<file path="config.mk">
export PLATFORM = sky130hd
export DESIGN_NAME = audio_voice_scheduler
export DESIGN_NICKNAME = d
export VERILOG_FILES = /design/src/rtl/audio_voice_scheduler.sv
export SDC_FILE = /design/constraint.sdc
export NUM_CORES = 1
export LEC_CHECK = 0
export ABC_AREA = 1
export BUFFER_PORTS_ARGS = -buffer_cell sky130_fd_sc_hd__buf_2
export CORE_UTILIZATION = 60
export DETAILED_ROUTE_END_ITERATION = 10
export PLACE_DENSITY = 0.8
export SKIP_CTS_REPAIR_TIMING = 1
export SLEW_MARGIN = 5
export SYNTH_ARGS = -nofsm -noshare
export SYNTH_HDL_FRONTEND = slang
export SYNTH_SLANG_ARGS = --single-unit
</file>
<file path="constraint.sdc">
create_clock -name clk -period 3.2 [get_ports clk]
set_clock_uncertainty 0.15 [all_clocks]
set_input_delay 0.64 -clock clk [delete_from_list [all_inputs] [get_ports clk]]
set_output_delay 0.64 -clock clk [all_outputs]
set_load 0.1 [all_outputs]
</file>
<file path="src/rtl/audio_voice_scheduler.sv">
// Four-voice hit-sound scheduler: one frame per sample tick time-shares
// the single-port clip ROM, mixes active voices and saturates to 8 bits.
module audio_voice_scheduler #(
  parameter int CLK_HZ    = 50_000_000,
  parameter int SAMPLE_HZ = 8000,
  parameter int ADDR_W    = 11,
  parameter int CLIP_LEN  = 512
) (
  input  logic              clk,
  input  logic              reset,
  input  logic [3:0]        trigger,
  output logic [ADDR_W-1:0] rom_addr,
  input  logic [7:0]        rom_data,
  output logic [7:0]        sample_out,
  output logic              sample_valid,
  output logic [3:0]        voice_active
);

  localparam int DIV = CLK_HZ / SAMPLE_HZ;
  localparam int DW  = $clog2(DIV);
  localparam int PW  = $clog2(CLIP_LEN);

  typedef enum logic [2:0] {
    IDLE,
    ADDR,
    WAIT,
    ACC,
    OUT
  } state_t;

  state_t             state;
  logic [DW-1:0]      div;
  logic               tick;
  logic [1:0]         v;
  logic signed [9:0]  acc;
  logic               fetch;
  logic [PW-1:0]      pos [4];
  logic [7:0]         clamped;

  assign tick = (div == DW'(DIV - 1));

  always_comb begin
    clamped = {~acc[7], acc[6:0]};
    if (acc > 10'sd127) clamped = 8'hFF;
    else if (acc < -10'sd128) clamped = 8'h00;
  end

  always_ff @(posedge clk) begin
    if (reset) begin
      state        <= IDLE;
      div          <= '0;
      v            <= '0;
      acc          <= '0;
      fetch        <= 1'b0;
      rom_addr     <= '0;
      sample_out   <= 8'h80;
      sample_valid <= 1'b0;
      voice_active <= '0;
      for (int i = 0; i < 4; i++) pos[i] <= '0;
    end else begin
      sample_valid <= 1'b0;
      div <= tick ? '0 : div + DW'(1);
      unique case (state)
        IDLE: begin
          acc <= '0;
          v   <= '0;
          if (tick) state <= ADDR;
        end
        ADDR: begin
          fetch <= voice_active[v];
          if (voice_active[v])
            rom_addr <= ADDR_W'(int'(v) * CLIP_LEN + int'(pos[v]));
          state <= WAIT;
        end
        WAIT: state <= ACC;
        ACC: begin
          if (fetch) begin
            acc <= acc + $signed({2'b00, rom_data}) - 10'sd128;
            if (pos[v] == PW'(CLIP_LEN - 1)) begin
              pos[v]          <= '0;
              voice_active[v] <= 1'b0;
            end else begin
              pos[v] <= pos[v] + PW'(1);
            end
          end
          v     <= v + 2'd1;
          state <= (v == 2'd3) ? OUT : ADDR;
        end
        OUT: begin
          sample_out   <= clamped;
          sample_valid <= 1'b1;
          state        <= IDLE;
        end
        default: state <= IDLE;
      endcase
      // a trigger overrides the ACC-slot update of the same voice
      for (int i = 0; i < 4; i++) begin
        if (trigger[i]) begin
          voice_active[i] <= 1'b1;
          pos[i]          <= '0;
        end
      end
    end
  end

endmodule

</file>
==> metrics.yaml <==
max-slew-margin-rel: 0.512
gp_congestion: 0.886
die-area_sq_um: 8150
coreArea_sq_um: 7410
synth.avg_cell_area_sq_um: 7.95
grt_max_degree: 22
vias: 4042
fin_ws_ns: 0.367
cp-end-kind: "register"
cp.buffers_inverters: 5
area.sequential_sq_um: 2180
synth_sequential_area_ratio: 0.467
place_hpwl_um: 7520
num_rows: 31
grt-ovfl-total: 0
ant_nets: 0
setup_violations: 0
fin_crit_sh: 0.885
fmax_mhz: 353
path_delay_family: "simple AND/OR/NAND/NOR gates"
syn-cell-area_sq_um: 4680
crit_path_cell_trace: "inv_2 -> nand3_1 -> nand2_1 -> inv_1 -> ha_1 -> inv_1 -> nor2_2 -> nand4_1 -> nor2_1 -> ha_1 -> nor3_4 -> buf_12 -> buf_4 -> nand3_2 -> nor2_1"
vias_per_cell: 5.51
pwr-share-seq: 0.591
cp_slowest_stage_delay_ns: 0.52
p_int_mw: 1.56
sw_frac_of_total: 0.259
netlist_instances: 588
final.fill_count: 642
vdd_ir_drop_max_mv: 0.288
grt_pass1_vias: 3870
crit_slowest_cell: "dfxtp_2"
die_h_um: 90.3
drt-total-wl_um: 10600
layout.nets: 670
post-route-min-period_ns: 2.83
final_common_cell: "nand2_1"
finalMaxSlewViolations: 0
cts.clk_slew.worst_paths_ns: 0.09
drive_above_1_share: 0.123
p_leak_nw: 2.21
htreeDepth: 3
die_w_um: 90.3
p_switching_mw: 0.546
clkPwrFrac: 0.346
whs_ns: 0.320
min_path_type: "reg2reg"
root_buffer: "clkbuf_8"
crit_arrival_ns: 2.80
start_util: 0.631
drv_cap: 0
fin_total_pwr_mw: 2.11
combPwrFrac: 0.064
clk_latency_ns: 0.37
drt_iter0_drc: 270
port_buffers: 37
multi_input_area_sq_um: 2110
path_max_fanout: 13
route.detailed.drc: 0
setup_tns_ns: 0
grt_use_total: 0.276
p_per_area_nw_per_um2: 409
worst_pin_slew_ns: 0.729
clockBufferDepth: 2
synth.distinct_cells: 37
synth_seq_cells: 91
clock_sinks: 91
crit_required_ns: 3.17
io_pins: 38
dp_slack_ns: 0.187
drt-pass1-iter-count: 5
status: "complete, no violations"
post_drt_wl_per_cell_um: 14.5
diodes: 0
rsz0062_at_grt: "false"
layout_common_cells: "nand2_1 (112), nor2_1 (81), inv_1 (76)"
antenna_found_initial: 0
critPathKind: "reg2reg"
grt_pass1_wl_um: 17700
ys.warnings.count: 0
synthToLayoutAreaGrowth_pct: 10.0
synthesis.nets: 629
cts_tree: "yes"
finalHoldViolCount: 0
cts_buffers: 9
critPathLaunchType: "register"
## Yosys cell counts
master / instances / share of area
nand2_1: 112 / 0.090
nor2_1: 81 / 0.065
inv_1: 76 / 0.061
dfxtp_1: 55 / 0.24
nand3_1: 46 / 0.049
a21oi_1: 42 / 0.045
o21ai_0: 41 / 0.044
edfxtp_1: 36 / 0.23
ha_1: 26 / 0.070
nor3_1: 9 / 0.0096
nand4_1: 8 / 0.011
clkbuf_1: 6 / 0.0048
nand2_2: 6 / 0.0080
buf_2: 5 / 0.0054
a211oi_1: 4 / 0.0064
nand3_2: 3 / 0.0064
buf_6: 2 / 0.0048
clkinv_1: 2 / 0.0016
nor2_2: 2 / 0.0027
nor3_4: 2 / 0.0070
nor3b_1: 2 / 0.0032
o211ai_1: 2 / 0.0032
o21a_1: 2 / 0.0032
o21ai_1: 2 / 0.0021
o22ai_1: 2 / 0.0027
or2_2: 2 / 0.0027
xnor2_1: 2 / 0.0037
buf_8: 1 / 0.0032
fa_1: 1 / 0.0043
inv_2: 1 / 0.00080
nand2_4: 1 / 0.0024
nand3b_1: 1 / 0.0016
nor2_4: 1 / 0.0024
nor4_1: 1 / 0.0013
o211a_1: 1 / 0.0021
or2_0: 1 / 0.0013
xor2_1: 1 / 0.0019
## state kept, by name, indices dropped and copies added (netlist names), named ones only
register      count
acc              10
div              13
fetch             1
pos              36
rom_addr         11
sample_out        8
sample_valid      1
state             3
v                 2
voice_active      4
## cells by family after synthesis
family	share of synthesized area
fa+ha+maj	0.0739
buf+inv	0.0816
flops	0.467
simple gates	0.264
xor+xnor	0.00562
compound gates	0.109
## area by class of cell
| class | instances | area share |
|---|---|---|
| timing repair buffer | 44 | 0.0486 |
| clock inverter | 6 | 0.00973 |
| multi-input combinational | 404 | 0.411 |
| sequential | 91 | 0.424 |
| tap | 99 | 0.0241 |
| inverter | 79 | 0.0577 |
| clock buffer | 10 | 0.0248 |
## per-stage QoR
step / instance area (sq um) / utilization / instances
6_report: 5140 / 0.694 / 733
3_5_place_dp: 4940 / 0.666 / 715
4_1_cts: 5110 / 0.690 / 731
2_1_floorplan: 4680 / - / 588
3_3_place_gp: 4940 / 0.666 / 715
5_1_grt: 5140 / 0.694 / 733
## final timing paths
check                      from                 endpoint  slack, ns  depth (start not counted)
min reg2reg  div[12]$_SDFF_PP0_       div[12]$_SDFF_PP0_       0.32                          2
min          div[12]$_SDFF_PP0_       div[12]$_SDFF_PP0_       0.32                          2
max reg2reg            register  pos[3][3]$_SDFFCE_PN0P_       0.37                         15
max                    register  pos[3][3]$_SDFFCE_PN0P_       0.37                         15
## worst min-delay path: stages, from the launching register on
cell and delay, ns:
dfxtp_1 0.32, nand2_1 0.06, a21oi_1 0.05
## power by group through the flow
stage               sequential [mW]  clock, mW  combinational (mW)
floorplan                      1.29          0              0.0723
global placement               1.27          0               0.130
detailed placement             1.27          0               0.133
CTS                            1.24      0.731               0.134
global route                   1.25      0.778               0.149
finish                         1.24      0.728               0.134
## metal layers
layer  up-vias  part of all wire  global-route usage
met5         -                 0                   0
met4         0             0.032               0.149
met3        35             0.053              0.0438
met2       132              0.49               0.471
met1      1859              0.42               0.334
li1       2016                 -                   -
Note: power is estimated with default switching activity, not from simulation.
